[src/rtl/regfile_sb_if.sv]
// Register-file port bundle: write port, two read ports and the issue/scoreboard handshake.
// master drives addresses, data and issue requests; slave returns read data and hazard flags.
interface regfile_sb_if #(
    parameter int XLEN = 32,
    parameter int AW   = 5
);
    logic [2:0]      we;
    logic [AW-1:0]   wa;
    logic [XLEN-1:0] wd;
    logic [AW-1:0]   ra1;
    logic [AW-1:0]   ra2;
    logic [XLEN-1:0] rd1;
    logic [XLEN-1:0] rd2;
    logic            iss_v;
    logic [AW-1:0]   iss_rd;
    logic            busy1;
    logic            busy2;
    logic            iss_stall;

    modport master (
        output we, wa, wd, ra1, ra2, iss_v, iss_rd,
        input  rd1, rd2, busy1, busy2, iss_stall
    );

    modport slave (
        input  we, wa, wd, ra1, ra2, iss_v, iss_rd,
        output rd1, rd2, busy1, busy2, iss_stall
    );
endinterface

[src/rtl/regfile_sb.sv]
// Register file with extending write port, write-through bypass and a pending-write
// scoreboard that flags RAW (busyN) and WAW (iss_stall) hazards combinationally.
module regfile_sb #(
    parameter int XLEN = 32,
    parameter int NREG = 32,
    parameter int AW   = $clog2(NREG)
) (
    input  logic         clk,
    input  logic         rst,
    regfile_sb_if.slave  bus
);

    logic [XLEN-1:0] regs [NREG];
    logic [NREG-1:0] pending;
    logic [NREG-1:0] pend_nxt;
    logic [XLEN-1:0] wr_val;
    logic            wr_mode_ok;
    logic            wr_valid;
    logic            hit1;
    logic            hit2;
    logic            hit_iss;
    logic            iss_set;

    always_comb begin
        wr_val = '0;
        case (bus.we)
            3'b001:  wr_val = XLEN'(bus.wd[7:0]);
            3'b010:  wr_val = XLEN'($signed(bus.wd[7:0]));
            3'b011:  wr_val = XLEN'(bus.wd[15:0]);
            3'b100:  wr_val = XLEN'($signed(bus.wd[15:0]));
            3'b101:  wr_val = bus.wd;
            default: wr_val = '0;
        endcase
    end

    // A write in a reset cycle is discarded, so it must not bypass or resolve hazards either.
    assign wr_mode_ok = (bus.we >= 3'b001) && (bus.we <= 3'b101);
    assign wr_valid   = wr_mode_ok && (bus.wa != '0) && !rst;

    assign hit1    = wr_valid && (bus.wa == bus.ra1);
    assign hit2    = wr_valid && (bus.wa == bus.ra2);
    assign hit_iss = wr_valid && (bus.wa == bus.iss_rd);

    assign bus.rd1 = hit1 ? wr_val : ((bus.ra1 == '0) ? '0 : regs[bus.ra1]);
    assign bus.rd2 = hit2 ? wr_val : ((bus.ra2 == '0) ? '0 : regs[bus.ra2]);

    assign bus.busy1 = (bus.ra1 != '0) && pending[bus.ra1] && !hit1;
    assign bus.busy2 = (bus.ra2 != '0) && pending[bus.ra2] && !hit2;

    // A writeback landing on the issue target this cycle resolves the WAW hazard.
    assign bus.iss_stall = bus.iss_v && (bus.iss_rd != '0) && pending[bus.iss_rd] && !hit_iss;
    assign iss_set       = bus.iss_v && (bus.iss_rd != '0) && !bus.iss_stall;

    // Clear first, then set, so a same-register issue and writeback leave the bit pending.
    always_comb begin
        pend_nxt = pending;
        if (wr_valid) begin
            pend_nxt[bus.wa] = 1'b0;
        end
        if (iss_set) begin
            pend_nxt[bus.iss_rd] = 1'b1;
        end
        pend_nxt[0] = 1'b0;
    end

    always_ff @(posedge clk) begin
        if (rst) begin
            pending <= '0;
        end else begin
            pending <= pend_nxt;
        end
    end

    always_ff @(posedge clk) begin
        if (rst) begin
            for (int i = 0; i < NREG; i++) begin
                regs[i] <= '0;
            end
        end else if (wr_valid) begin
            regs[bus.wa] <= wr_val;
        end
    end

endmodule

[src/flat_wrapper.sv]
// flat-port wrapper written by rule: the top's interface ports become plain ports
module regfile_sb_flat 
#(
    parameter int XLEN = 32,
    parameter int NREG = 32,
    parameter int AW   = $clog2(NREG)
)
  (clk, rst, bus_we, bus_wa, bus_wd, bus_ra1, bus_ra2, bus_iss_v, bus_iss_rd, bus_rd1, bus_rd2, bus_busy1, bus_busy2, bus_iss_stall);
  regfile_sb_if #(.XLEN(XLEN), .AW(AW)) bus_i ();
  input  logic clk;
  input  logic rst;
  input wire logic [$bits(bus_i.we)-1:0] bus_we;
  input wire logic [$bits(bus_i.wa)-1:0] bus_wa;
  input wire logic [$bits(bus_i.wd)-1:0] bus_wd;
  input wire logic [$bits(bus_i.ra1)-1:0] bus_ra1;
  input wire logic [$bits(bus_i.ra2)-1:0] bus_ra2;
  input wire logic [$bits(bus_i.iss_v)-1:0] bus_iss_v;
  input wire logic [$bits(bus_i.iss_rd)-1:0] bus_iss_rd;
  output wire logic [$bits(bus_i.rd1)-1:0] bus_rd1;
  output wire logic [$bits(bus_i.rd2)-1:0] bus_rd2;
  output wire logic [$bits(bus_i.busy1)-1:0] bus_busy1;
  output wire logic [$bits(bus_i.busy2)-1:0] bus_busy2;
  output wire logic [$bits(bus_i.iss_stall)-1:0] bus_iss_stall;
  assign bus_i.we = bus_we;
  assign bus_i.wa = bus_wa;
  assign bus_i.wd = bus_wd;
  assign bus_i.ra1 = bus_ra1;
  assign bus_i.ra2 = bus_ra2;
  assign bus_i.iss_v = bus_iss_v;
  assign bus_i.iss_rd = bus_iss_rd;
  assign bus_rd1 = bus_i.rd1;
  assign bus_rd2 = bus_i.rd2;
  assign bus_busy1 = bus_i.busy1;
  assign bus_busy2 = bus_i.busy2;
  assign bus_iss_stall = bus_i.iss_stall;
  regfile_sb #(.XLEN(XLEN), .NREG(NREG), .AW(AW)) u_core (.clk(clk), .rst(rst), .bus(bus_i));
endmodule
[config.mk]
export PLATFORM = sky130hd
export DESIGN_NAME = regfile_sb_flat
export DESIGN_NICKNAME = d
export VERILOG_FILES = /design/src/rtl/regfile_sb_if.sv /design/src/rtl/regfile_sb.sv /design/src/flat_wrapper.sv
export SDC_FILE = /design/constraint.sdc
export NUM_CORES = 2
export LEC_CHECK = 0
export CAP_MARGIN = 20
export CORE_ASPECT_RATIO = 1.75
export CORE_MARGIN = 5
export CORE_UTILIZATION = 40
export CTS_CLUSTER_SIZE = 14
export DETAILED_ROUTE_END_ITERATION = 6
export GPL_ROUTABILITY_DRIVEN = 0
export GPL_TIMING_DRIVEN = 1
export SETUP_SLACK_MARGIN = 0.5
export SLEW_MARGIN = 20
export SYNTH_ARGS = -nofsm -noshare
export SYNTH_HDL_FRONTEND = slang
export SYNTH_SLANG_ARGS = --single-unit
[constraint.sdc]
create_clock -name clk -period 6.4 [get_ports clk]
set_input_delay 1.6 -clock clk [delete_from_list [all_inputs] [get_ports clk]]
set_output_delay 1.6 -clock clk [all_outputs]
set_load 0.03 [all_outputs]
-- After elaboration in Yosys (flattened, before gate mapping)
Memory sizes are Yosys's and may differ from the RTL's.
Index checks and enable logic that the tools add are counted.
- flip-flop bits (word level): 32
- RAM bits: 1024
- bits of input ports: 58
- output and inout port bits: 67
- word-level logic and storage cells: 75
- memories kept: 1
- memory list (memory ; words ; bits a word ; read ports ; clocked after Yosys merged registers in ; wr ports ; RTL line ; RTL):
    u_core.regs ; 32 ; 32 ; 2 ; 0 ; 32 ; regfile_sb.sv:13 ; logic [XLEN-1:0] regs [NREG];
- order comparisons: 8
- equal/unequal tests: 8
- multiplexer cells: 25
- bitwise gates (word level): 3
- reductions and logical operators: 28
- operators with widths (cell ; number):
    32-bit 2-to-1 mux ; 7
    32-bit case mux with 5 select lines ; 1
    32-bit bitwise AND ; 1
    32-bit inverter ; 1
    32-bit bitwise OR ; 1
    32-bit OR reduction ; 1
    5-bit by 6-bit < comparator with 1-bit output, second input constant ; 4
    5-bit nonzero test ; 4
    1-bit logical AND ; 16
    1-bit binary-select mux with 5-bit select ; 3
    5-bit equality test ; 3
    1-bit 2-to-1 mux ; 11
    1-bit demux with 5-bit select ; 2
    5-bit by 1-bit greater-or-equal comparator with 1-bit output, second input constant ; 2
    5-bit zero test ; 2
    3-bit by 2-bit equality test with 1-bit output, second input constant ; 2
    3-bit equality test, second input constant ; 2
    1-bit zero test ; 5
    5-bit 2-to-1 mux ; 1
    3-bit by 1-bit equality test with 1-bit output, second input constant ; 1
    3-bit by 1-bit greater-or-equal comparator with 1-bit output, second input constant ; 1
    3-bit <= comparator, second input constant ; 1

-- Logic depth before layout (Yosys ltp)
- depth after elaboration: 10
- depth in mapped cells: 10
- gate-level depth less buffers: 5

-- Worst setup path before layout
No wires, ideal clock.
- path type: input port to output port
- from: input port bus_ra1[1]
- to: output port bus_rd1[0]
- arrival: 3.715 ns
- required time: 4.800 ns
- path slack: 1.085 ns
- stages: 8
- buffers on the path: 4
- cell sequence: buf_2 buf_2 buf_2 clkbuf_1 a211oi_1 nor4_1 nor3_1 o32ai_1
- cells in the longest elaborated chain, start to end: 3
- elaborated cells between the ends (all ways): 6
- those cells by class: eq/ne: 1; mux: 2; reduce/logical: 2; memory: 1
- ends and longest elaborated chain (item ; RTL line ; RTL):
    start, declared ; flat_wrapper.sv:15 ; input wire logic [$bits(bus_i.ra1)-1:0] bus_ra1;
    memory read 32 x 32 bit (tied with other cells) ; - ;
    32-bit 2-to-1 mux / 1-bit logical AND (equally long branches) ; regfile_sb.sv:44, regfile_sb.sv:40 ;
    32-bit 2-to-1 mux (*) ; regfile_sb.sv:44 ; assign bus.rd1 = hit1 ? wr_val : ((bus.ra1 == '0) ? '0 : regs[bus.ra1]);
    end, declared ; flat_wrapper.sv:19 ; output wire logic [$bits(bus_i.rd1)-1:0] bus_rd1;
Mark *: on every way between the ends. The rest lies on a longest branch, timed or not.

-- Worst setup path in the final report
- from: input port bus_ra2[1]
- to: output port bus_rd2[17]
- cells in the longest elaborated chain, start to end: 3
- elaborated cells between the ends (all ways): 6
- those cells by class: eq/ne: 1; mux: 2; reduce/logical: 2; memory: 1
- ends and longest elaborated chain (item ; RTL line ; RTL):
    start, declared ; flat_wrapper.sv:16 ; input wire logic [$bits(bus_i.ra2)-1:0] bus_ra2;
    memory read 32 x 32 bit (tied with other cells) ; - ;
    32-bit 2-to-1 mux / 1-bit logical AND (equally long branches) ; regfile_sb.sv:45, regfile_sb.sv:41 ;
    32-bit 2-to-1 mux (*) ; regfile_sb.sv:45 ; assign bus.rd2 = hit2 ? wr_val : ((bus.ra2 == '0) ? '0 : regs[bus.ra2]);
    end, declared ; flat_wrapper.sv:20 ; output wire logic [$bits(bus_i.rd2)-1:0] bus_rd2;
Marked as above.

==> flow_metrics.env <==
export IMPL_outcome="finished with violations"
export IMPL_violations="DRC"
export IMPL_cp_slowest_cell="a221oi_1"
export IMPL_peakVddDrop_mv=0.177
export IMPL_final_layout_size_suffix_gt1_frac=0.229
export IMPL_dpl_cell_count=6168
export IMPL_setup_tns_ns=0
export IMPL_synthToLayoutAreaGrowth_pct=15.7
export IMPL_ys_seq_area_frac=0.565
export IMPL_io_pins=125
export IMPL_drc=1
export IMPL_vias=41700
export IMPL_post_dp_cell_area_um2=60900
export IMPL_clkSinkCount=1055
export IMPL_via_per_inst=6.56
export IMPL_ant_nets=0
export IMPL_path_cells="buf_8 -> buf_12 -> mux4_2 -> nor2_1 -> a21oi_1 -> a221oi_1 -> o22ai_1 -> buf_12"
export IMPL_tightestPinTransition_ns=1.09
export IMPL_postSynthAreaPerCell_um2=12.8
export IMPL_overflow=0
export IMPL_io_buffer_count=124
export IMPL_die_w_um=292
export IMPL_grt_pass1_vias=42000
export IMPL_finalSetupViolations=0
export IMPL_grt_max_degree=67
export IMPL_p_clk_frac=0.361
export IMPL_slowest_delay_ns=0.74
export IMPL_required_ns=4.80
export IMPL_fin_crit_sh=0.921
export IMPL_track_usage=0.292
export IMPL_finalMaxSlewViolations=0
export IMPL_syn_instance_count=4339
export IMPL_max_cap_viol_count=0
export IMPL_timing_final_hold_violations=0
export IMPL_finalClockSkew_ns=0.0243
export IMPL_antenna_found_initial=4
export IMPL_power_frac_comb=0.162
export IMPL_hold_start="u_core.pending[24]$_SDFF_PP0_"
export IMPL_final_common_cell="nor2_1"
export IMPL_fp_row_count=181
export IMPL_wl_per_cell_um=34.8
export IMPL_clk_transition_reported_paths_ns=0.07
export IMPL_die_area_um2=147000
export IMPL_critical_path_endpoint_type="primary output"
export IMPL_dr_pass1_iters=7
export IMPL_critPathMaxFanout=43
export IMPL_seq_power_share=0.478
export IMPL_cp_startpoint="bus_ra2[1]"
export IMPL_final_cell_mix="1035 x nor2_1, 1024 x edfxtp_1, 370 x mux2i_1, 351 x mux4_2, 285 x buf_4"
export IMPL_root_buffer="clkbuf_16"
export IMPL_r2r_start="u_core.pending[17]$_SDFF_PP0_"
export IMPL_power_leakage_nw=21.9
export IMPL_clk_latency_ns=0.73
export IMPL_cp_common_cell="buf_12"
export IMPL_final_area_um2=64200
export IMPL_yosysWarnings=0
export IMPL_wirelength_mm=221
export IMPL_power_switching_mw=4.57
export IMPL_ys_async_sr_fraction=0
export IMPL_fmax_mhz=170
export IMPL_worst_setup_path_start_kind="input port"
export IMPL_ys_flop_type="edfxtp_1"
export IMPL_clockBufferDepth=3
export IMPL_power_density_nw_per_um2=265
export IMPL_p_sw_frac=0.268
export IMPL_cp_arrival_ns=4.30
export IMPL_syn_area_um2=55500
export IMPL_cts_tree="done"
export IMPL_die_y_um=503
export IMPL_htreeDepth=3
export IMPL_grt_first_pass_wirelength_mm=307
export IMPL_cts_made_buffers=98
export IMPL_initial_utilization=0.401
export IMPL_min_path_type="flip-flop to flip-flop"
export IMPL_intPower_mw=12.5
export IMPL_synth_edf_count=1024
export IMPL_max_slew_margin_rel=0.270
export IMPL_yosysUniqueCellTypes=63
export IMPL_drtIter0Drc=5716
export IMPL_final_cells=6357
export IMPL_path_class="input port to primary output"
export IMPL_nFillCells=12500
export IMPL_ys_ff_latch=1055
export IMPL_fin_crit_ns=5.90
export IMPL_nets=4501
export IMPL_rsz0062_at_grt="no"
export IMPL_hpwl_mm=141
export IMPL_coreArea_um2=139000
[cell families (layout without fill, tap and decap cells)]
kind of cell | count (synthesis) | in the layout | share of synthesized area
compound gates | 544 | 544 | 0.0666
xor+xnor | 15 | 15 | 0.00237
buf+inv | 471 | 623 | 0.0360
flops | 1055 | 1055 | 0.565
mux | 768 | 768 | 0.219
other cells | 1 | 37 | 0.0000675
simple gates | 1485 | 1485 | 0.112
[metal layers]
layer | track usage | vias to the layer above | wire length [um]
met5 | 0 | - | 7
met2 | 0.484 | 3052 | 106000
met4 | 0.217 | 2 | 20600
met3 | 0.0617 | 824 | 22500
li1 | - | 16600 | -
met1 | 0.332 | 21200 | 72500
[path summary, 6_finish.rpt]
kind / end / slack, ns / depth (start not counted)
worst max register to register: u_core.pending[17]$_SDFF_PP0_ / 4.02 / 6
worst min register to register: u_core.pending[24]$_SDFF_PP0_ / 0.51 / 2
worst max-delay path: bus_rd2[17] / 0.50 / 8
worst min-delay path: u_core.pending[24]$_SDFF_PP0_ / 0.51 / 2
[power groups by stage]
stage                     sequential [mW]  clock [mW]  combinational (mW)
after floorplan                      8.21           0                1.47
after global placement               8.24           0                2.68
after detailed placement             8.27           0                2.68
after CTS                            8.13        6.16                2.69
after global routing                 8.17        6.42                2.81
final                                8.14        6.14                2.75
[critical path, delay by kind of cell]
kind	cells	cell delay [ns]
muxes	1	0.35
AOI/OAI and AO/OA	3	1.07
and+or+nand+nor	1	0.17
buffers and inverters	3	0.97
[Yosys cell counts (all sizes together) (13+ instances only)]
| cell type | n | share of area |
|---|---|---|
| and4 | 25 | 0.0039 |
| nor2 | 1037 | 0.070 |
| mux2 | 47 | 0.0095 |
| dfxtp | 31 | 0.011 |
| nand3 | 120 | 0.011 |
| nor2b | 20 | 0.0023 |
| and2 | 34 | 0.0038 |
| nand2 | 178 | 0.012 |
| a21oi | 137 | 0.012 |
| a22oi | 135 | 0.018 |
| clkbuf | 315 | 0.021 |
| edfxtp | 1024 | 0.55 |
| buf | 142 | 0.014 |
| a32oi | 24 | 0.0038 |
| inv | 13 | 0.00088 |
| o22ai | 76 | 0.0086 |
| mux4 | 351 | 0.14 |
| nand4 | 19 | 0.0021 |
| o31ai | 25 | 0.0052 |
| o221ai | 20 | 0.0032 |
| o21ai | 66 | 0.0059 |
| a221oi | 27 | 0.0043 |
| mux2i | 370 | 0.067 |
[area by class of cell]
type,instances,area [um^2],share of cell area
antenna,5,12.5,0.000195
clock inverter,51,591,0.00919
tap,1830,2290,0.0356
timing repair buffer,430,4480,0.0697
sequential,1055,31400,0.488
clock buffer,128,2650,0.0412
inverter,14,55.1,0.000857
multi-input combinational,2844,22800,0.355
[timing repair]
item,CTS,global route
setup buffers,1,4
setup endpoints to repair,17,42
hold buffers,0,0
pin swaps,1,2
gates resized for setup,6,13
[per-stage QoR]
stage,total power [mW],utilization,setup slack (ns),hold WS (ns)
global route,17.4,0.463,0.508,0.534
CTS,17.0,0.463,0.492,0.502
global placement,10.9,0.439,0.295,0.482
detailed placement,11.0,0.439,0.290,0.486
floorplan,9.67,-,1.09,0.454
finish,17.0,0.463,0.505,0.513
[flip-flops by register name (all words and copies together), names as in the netlist]
register        count
u_core.regs      1024
u_core.pending     31
(Power assumes the default switching activity.)
